--- src/rtl/bsg_mem_1rw_sync_mask_write_var_ctrl_if.sv ---
`default_nettype none
// ============================================================================
//  Module   : bsg_mem_1rw_sync_mask_write_var_ctrl_if
//  Purpose  : Two-requester request/response bundle for the masked-write
//             memory front end. Each field carries one slice per requester.
//  Revision : 1.0 - initial release
// ============================================================================
interface bsg_mem_1rw_sync_mask_write_var_ctrl_if #(
    parameter int width_p      = 32,
    parameter int addr_width_p = 3
);
    // Request side
    logic [1:0]                   v_i;
    logic [1:0]                   w_i;
    logic [1:0][addr_width_p-1:0] addr_i;
    logic [1:0][width_p-1:0]      data_i;
    logic [1:0][width_p-1:0]      w_mask_i;
    logic [1:0]                   yumi_o;

    // Response side
    logic [1:0]                   v_o;
    logic [1:0][width_p-1:0]      data_o;
    logic [1:0]                   yumi_i;

    // Requesters drive requests and consume responses
    modport master (
        output v_i, w_i, addr_i, data_i, w_mask_i, yumi_i,
        input  yumi_o, v_o, data_o
    );

    // The controller accepts requests and produces responses
    modport slave (
        input  v_i, w_i, addr_i, data_i, w_mask_i, yumi_i,
        output yumi_o, v_o, data_o
    );
endinterface
`default_nettype wire

--- src/rtl/bsg_mem_1rw_sync_mask_write_var_ctrl.sv ---
`default_nettype none
// ============================================================================
//  Module   : bsg_mem_1rw_sync_mask_write_var_ctrl
//  Purpose  : Zero-fills a single-port masked-write synchronous-read memory
//             after reset, then round-robin arbitrates two requesters onto
//             it and returns read data through per-requester response
//             registers with a valid/yumi handshake.
//  Revision : 1.0 - initial release
// ============================================================================
module bsg_mem_1rw_sync_mask_write_var_ctrl #(
    parameter int width_p      = 32,
    parameter int mask_width_p = 8,
    parameter int els_p        = 8,
    parameter int addr_width_lp = (els_p == 1) ? 1 : $clog2(els_p)
) (
    input  logic                     clk_i,
    input  logic                     reset_i,

    bsg_mem_1rw_sync_mask_write_var_ctrl_if.slave client,

    output logic                     mem_v_o,
    output logic                     mem_w_o,
    output logic [addr_width_lp-1:0] mem_addr_o,
    output logic [width_p-1:0]       mem_data_o,
    output logic [width_p-1:0]       mem_w_mask_o,
    input  logic [width_p-1:0]       mem_data_i
);

    localparam logic [addr_width_lp-1:0] last_addr_lp = addr_width_lp'(els_p - 1);

    // Mask chunks must tile the data word exactly
    if (width_p % mask_width_p != 0) begin : g_bad_mask_width
        $error("width_p must be a multiple of mask_width_p");
    end

    typedef enum logic [0:0] {
        eInit = 1'b0,
        eRun  = 1'b1
    } state_e;

    state_e                    state_q, state_d;
    logic [addr_width_lp-1:0]  cnt_q, cnt_d;
    logic [1:0]                pending_q, pending_d;
    logic [1:0]                v_q, v_d;
    logic [1:0][width_p-1:0]   data_q, data_d;
    logic                      last_q, last_d;    // last granted requester
    logic [1:0]                yumi;
    logic [1:0]                elig;
    logic                      grant_v;
    logic                      grant_id;

    assign client.yumi_o = yumi;
    assign client.v_o    = v_q;
    assign client.data_o = data_q;

    // State register; last_q resets to 1 so requester 0 wins the first tie
    always_ff @(posedge clk_i) begin
        if (reset_i) begin
            state_q   <= eInit;
            cnt_q     <= '0;
            pending_q <= '0;
            v_q       <= '0;
            data_q    <= '0;
            last_q    <= 1'b1;
        end else begin
            state_q   <= state_d;
            cnt_q     <= cnt_d;
            pending_q <= pending_d;
            v_q       <= v_d;
            data_q    <= data_d;
            last_q    <= last_d;
        end
    end

    // Next state, arbitration, memory drive and response capture
    always_comb begin
        state_d      = state_q;
        cnt_d        = cnt_q;
        pending_d    = '0;
        v_d          = v_q;
        data_d       = data_q;
        last_d       = last_q;
        yumi         = '0;
        elig         = '0;
        grant_v      = 1'b0;
        grant_id     = 1'b0;
        mem_v_o      = 1'b0;
        mem_w_o      = 1'b0;
        mem_addr_o   = '0;
        mem_data_o   = '0;
        mem_w_mask_o = '0;

        // A read granted last cycle has its data on mem_data_i now; a load
        // landing on the same edge as a yumi keeps the response valid.
        for (int r = 0; r < 2; r++) begin
            if (pending_q[r]) begin
                v_d[r]    = 1'b1;
                data_d[r] = mem_data_i;
            end else if (client.yumi_i[r]) begin
                v_d[r]    = 1'b0;
            end
        end

        case (state_q)
            eInit: begin
                mem_v_o      = 1'b1;
                mem_w_o      = 1'b1;
                mem_addr_o   = cnt_q;
                mem_w_mask_o = '1;
                cnt_d        = cnt_q + 1'b1;
                if (cnt_q == last_addr_lp) begin
                    state_d = eRun;
                end
            end
            eRun: begin
                // Writes never touch the response path; reads need a free
                // response slot (empty, or being consumed this cycle).
                for (int r = 0; r < 2; r++) begin
                    elig[r] = client.v_i[r] &
                              (client.w_i[r] |
                               (~pending_q[r] & (~v_q[r] | client.yumi_i[r])));
                end
                grant_v  = |elig;
                grant_id = (&elig) ? ~last_q : elig[1];
                if (grant_v) begin
                    yumi[grant_id] = 1'b1;
                    last_d         = grant_id;
                    mem_v_o        = 1'b1;
                    mem_w_o        = client.w_i[grant_id];
                    mem_addr_o     = client.addr_i[grant_id];
                    mem_data_o     = client.data_i[grant_id];
                    if (client.w_i[grant_id]) begin
                        mem_w_mask_o = client.w_mask_i[grant_id];
                    end else begin
                        pending_d[grant_id] = 1'b1;
                    end
                end
            end
            default: begin
                state_d = eInit;
            end
        endcase
    end

`ifndef SYNTHESIS
    // A response may only be consumed while it is valid
    assert property (@(posedge clk_i) disable iff (reset_i) ((client.yumi_i & ~v_q) == 2'b00))
        else $error("yumi_i asserted without v_o");
`endif

endmodule
`default_nettype wire
--- src/flat_wrapper.sv ---
// flat-port wrapper written by rule: the top's interface ports become plain ports
module bsg_mem_1rw_sync_mask_write_var_ctrl_flat 
#(
    parameter int width_p      = 32,
    parameter int mask_width_p = 8,
    parameter int els_p        = 8,
    parameter int addr_width_lp = (els_p == 1) ? 1 : $clog2(els_p)
)
  (clk_i, reset_i, mem_v_o, mem_w_o, mem_addr_o, mem_data_o, mem_w_mask_o, mem_data_i, client_v_i, client_w_i, client_addr_i, client_data_i, client_w_mask_i, client_yumi_i, client_yumi_o, client_v_o, client_data_o);
  bsg_mem_1rw_sync_mask_write_var_ctrl_if #(.width_p(width_p)) client_i ();
  input  logic clk_i;
  input  logic reset_i;
  output logic mem_v_o;
  output logic mem_w_o;
  output logic [addr_width_lp-1:0] mem_addr_o;
  output logic [width_p-1:0] mem_data_o;
  output logic [width_p-1:0] mem_w_mask_o;
  input  logic [width_p-1:0] mem_data_i;
  input wire logic [$bits(client_i.v_i)-1:0] client_v_i;
  input wire logic [$bits(client_i.w_i)-1:0] client_w_i;
  input wire logic [$bits(client_i.addr_i)-1:0] client_addr_i;
  input wire logic [$bits(client_i.data_i)-1:0] client_data_i;
  input wire logic [$bits(client_i.w_mask_i)-1:0] client_w_mask_i;
  input wire logic [$bits(client_i.yumi_i)-1:0] client_yumi_i;
  output wire logic [$bits(client_i.yumi_o)-1:0] client_yumi_o;
  output wire logic [$bits(client_i.v_o)-1:0] client_v_o;
  output wire logic [$bits(client_i.data_o)-1:0] client_data_o;
  assign client_i.v_i = client_v_i;
  assign client_i.w_i = client_w_i;
  assign client_i.addr_i = client_addr_i;
  assign client_i.data_i = client_data_i;
  assign client_i.w_mask_i = client_w_mask_i;
  assign client_i.yumi_i = client_yumi_i;
  assign client_yumi_o = client_i.yumi_o;
  assign client_v_o = client_i.v_o;
  assign client_data_o = client_i.data_o;
  bsg_mem_1rw_sync_mask_write_var_ctrl #(.width_p(width_p), .mask_width_p(mask_width_p), .els_p(els_p), .addr_width_lp(addr_width_lp)) u_core (.clk_i(clk_i), .reset_i(reset_i), .client(client_i), .mem_v_o(mem_v_o), .mem_w_o(mem_w_o), .mem_addr_o(mem_addr_o), .mem_data_o(mem_data_o), .mem_w_mask_o(mem_w_mask_o), .mem_data_i(mem_data_i));
endmodule
--- config.mk ---
export PLATFORM = sky130hd
export DESIGN_NAME = bsg_mem_1rw_sync_mask_write_var_ctrl_flat
export DESIGN_NICKNAME = d
export VERILOG_FILES = /design/src/rtl/bsg_mem_1rw_sync_mask_write_var_ctrl_if.sv /design/src/rtl/bsg_mem_1rw_sync_mask_write_var_ctrl.sv /design/src/flat_wrapper.sv
export SDC_FILE = /design/constraint.sdc
export NUM_CORES = 1
export LEC_CHECK = 0
export ABC_AREA = 1
export CAP_MARGIN = 20
export CORE_AREA = 2 2 122 124
export DETAILED_ROUTE_END_ITERATION = 10
export DIE_AREA = 0 0 124 126
export PLACE_DENSITY = 0.65
export RECOVER_POWER = 25
export SYNTH_ARGS = -nofsm -noshare
export SYNTH_HDL_FRONTEND = slang
export SYNTH_SLANG_ARGS = --single-unit
--- constraint.sdc ---
create_clock -name clk_i -period 2 [get_ports clk_i]
set_clock_uncertainty 0.05 [all_clocks]
set_input_delay 0.3 -clock clk_i [delete_from_list [all_inputs] [get_ports clk_i]]
set_output_delay 0.3 -clock clk_i [all_outputs]
set_load 0.1 [all_outputs]
==> results by group <==
Timing
  • Actual transition at the worst max-transition pin: 0.758 ns
  • Setup repair after global routing missed its margin: true
  • Final Max Slew Viols: 0
  • Final setup violation count: 70
  • Post-route fraction of the period consumed by the critical path: 119%
  • Post-route worst setup slack: -0.374 ns
  • Worst max-slew margin expressed relative to the limit: 49.4%
  • Time the worst path needs with I/O delays and setup: 2.37 ns
  • Number of hold-slack violations in the final timing report: 0
  • Peak Freq: 421 MHz
  • Worst hold margin: 0.384 ns

Pwr
  • Lkg Pwr: 0.00496 uW
  • Switching pwr: 1280 uW
  • Cell area power density: 408 nW/um^2
  • Sw frac: 28.5%
  • Sequential share of power: 32.7%
  • Internal cell power: 3210 uW
  • Worst IR Drop VDD: 0.651 mV
  • Logic gate share of total power: 29.3%
  • Proportion of power drawn by the clock network: 38.1%

Global route
  • Global route total overflow: 0
  • Via count of the first global-routing pass: 5407
  • Global-route wire length before repair: 30400 um
  • Global Route Usage Sum: 25.5%
  • Maximum number of pins on one net before global-route repair: 65
  • Number of antenna violations at the first check in global routing: 1

Clock network
  • Max H-tree Level: 3
  • TritonCTS clock tree: built
  • Clock sinks: 73
  • Root buffer cell: clkbuf_16
  • Clock transition at the register clock pins on the worst setup and hold paths after CTS: 0.05 ns
  • Clock latency reported for the late side of the worst-skew pair: 0.33 ns
  • Maximum buffer depth of the clock tree: 2
  • Number of buffers created by CTS: 9
  • CTS Hold Buffers Added: 0

Worst setup path
  • Crit path launch type: flip-flop
  • Required time of the worst setup path: 1.65 ns
  • Critical path class: reg2out
  • Kind of end point of the critical path: primary output
  • Max FO, Critical Path: 8
  • Crit path arrival time: 2.02 ns
  • Reg-to-reg slack, setup: 0.23 ns

Finish
  • Area growth syn-to-layout: 185%
  • Fill cell instance count of the final layout: 897
  • Area of the multi-input gates: 4240 um^2
  • Share of post-route cells with drive strength above 1: 47.6%
  • Antenna cells: 0
  • Final core area utilization: 76.9%
  • NumNets Final: 1152
  • Sequential standard cell area: 1470 um^2

Synth
  • Instance count of the mapped netlist: 635
  • Biggest area consumer among synthesized cells: dfxtp_1
  • Mapped Area: 3860 um^2
  • Post-synthesis net count: 811
  • Portion of synthesized cell area occupied by the leading cell type: 37.9%
  • Dominant register cell in the synthesized netlist: dfxtp_1
  • Sequential share of the synthesized area: 37.9%
  • Leading post-synthesis cells by instance count: nand2_1 (210), nor2_1 (139), dfxtp_1 (73)
  • Flip-flop and latch count after synthesis: 73
  • Share of flip-flops with an asynchronous set or reset after synthesis: 0%
  • Syn. warnings: 0
  • Synthesized area per cell: 6.08 um^2
  • EDFF count, synth: 0
  • Leading cell type by number of instances after synthesis: nand2_1
  • Most area-consuming cells after synthesis: dfxtp_1 (38%), nand2_1 (20%), nor2_1 (14%)
  • Number of unique standard cell types used by synthesis: 18

Worst hold path
  • Class of the most critical hold timing path: in2reg

Outcome
  • Violated checks: setup timing
  • Run status: finished with violations

Flow run
  • Max-capacitance violation count: 0

Routing
  • DR WL/cell: 19.8 um
  • Post-DR vias/cell: 4.96
  • # DRC: 0
  • Total number of vias: 5773
  • Drt first pass iters: 5
  • Violation count after the first detailed-route iteration: 335
  • Total wire length after detailed routing: 23000 um
  • ANT nets after route: 0

Die
  • Placement Rows: 44
  • Initial Utilization: 27.0%
  • Number of placed I/O pins: 311
  • Standard cell core area: 14300 um^2
  • Die extent in y: 126 um
  • Die area: 15600 um^2
  • Horiz. Die Dim: 124 um

Place
  • DPL Wire Length: 13900 um
  • DP Worst Slack: -0.496 ns
  • Final GP Congestion: 0.836
  • PortBufs: 310
layer usage:
layer	part of all wire [%]	track usage, %	vias up
met5	0.048	0	-
met4	4.7	9.05	2
met3	9.4	6.93	66
met2	49	42.9	280
met1	37	30.9	2713
li1	-	-	2712
worst max-delay path, stage by stage (launching register included):
cell      delay, ns
dfxtp_4        0.34
nand2_4        0.07
nand2_4        0.06
a21boi_4       0.19
nand2_4        0.08
buf_6          0.13
nor2_4         0.12
buf_12         0.15
buf_12         0.16
buf_12         0.12
nand2_8        0.05
nand2_8        0.06
buf_12         0.16
power groups by stage:
stage,Combinational (uW),Sequential (uW),Clock [uW]
finish,1310,1470,1710
global route,1370,1470,1810
CTS,1040,1470,1740
detailed placement,931,1500,0
global placement,930,1500,0
floorplan,386,1510,0
stage by stage:
| step | area [um^2] | power [uW] | cells | setup TNS, ns |
|---|---|---|---|---|
| 2_1_floorplan | 4730 | 1900 | 635 | -2.40 |
| 3_3_place_gp | 8700 | 2430 | 1114 | -28.66 |
| 3_5_place_dp | 8700 | 2430 | 1114 | -30.26 |
| 4_1_cts | 9920 | 4240 | 1157 | -22.86 |
| 5_1_grt | 11000 | 4650 | 1164 | -26.28 |
| 6_report | 11000 | 4490 | 1164 | -20.88 |
kinds of logic after synthesis:
group | synth area share (%)
flops | 37.9
buf+inv | 6.91
compound gates | 10.1
fa+ha+maj | 0.648
simple gates | 44.5
timing repair:
item / CTS / global route
endpoints found under the setup margin: 71 / 71
buffers inserted: 19 / 6
resized for setup: 134 / 218
pin swaps: 18 / 45
gates cloned: 10 / 9
area by class of cell:
type	instances	share of cell area (%)
Clock inverter	3	0.420
Multi-Input combinational cell	503	38.5
Inverter	13	0.489
Tap cell	184	2.09
Timing Repair Buffer	376	42.6
Sequential cell	73	13.4
Clock buffer	12	2.52
path summary, 6_finish.rpt:
check	depth (start not counted)	end	startpoint
setup reg to reg	12	u_core.pending_q[1]	u_core.client.v_o[1]
hold reg to reg	2	u_core.client.data_o[45]	u_core.client.data_o[45]
setup / recovery	12	mem_data_o[9]	u_core.client.v_o[1]
hold / removal	4	u_core.client.v_o[0]	client_yumi_i[0]
cells in the final DEF (no fill, tap or decap):
master	count
dfxtp_1	70
dfxtp_4	3
nor2_1	138
nor2_4	3
nand3_4	31
clkbuf_8	2
bufinv_16	1
nand2_1	20
buf_12	90
dlygate4sd2_1	5
nand3_2	8
buf_4	82
clkbuf_2	2
o21ai_0	67
buf_16	5
inv_1	7
nand2_4	99
inv_2	4
ha_1	2
buf_8	5
clkbuf_16	18
clkinvlp_4	1
nand2_8	49
a21oi_4	1
a21oi_1	4
o21ai_4	2
buf_6	11
a21boi_4	1
inv_4	2
clkdlybuf4s50_1	167
dlymetal6s2s_1	1
nand2_2	45
nand3_1	33
clkinv_4	1
flip-flops by register name, indices dropped and copies added (netlist names):
name	flops
u_core.client.data_o	64
u_core.state_q	1
u_core.cnt_q	3
u_core.last_q	1
u_core.client.v_o	2
u_core.pending_q	2
(Power assumes the default switching activity.)
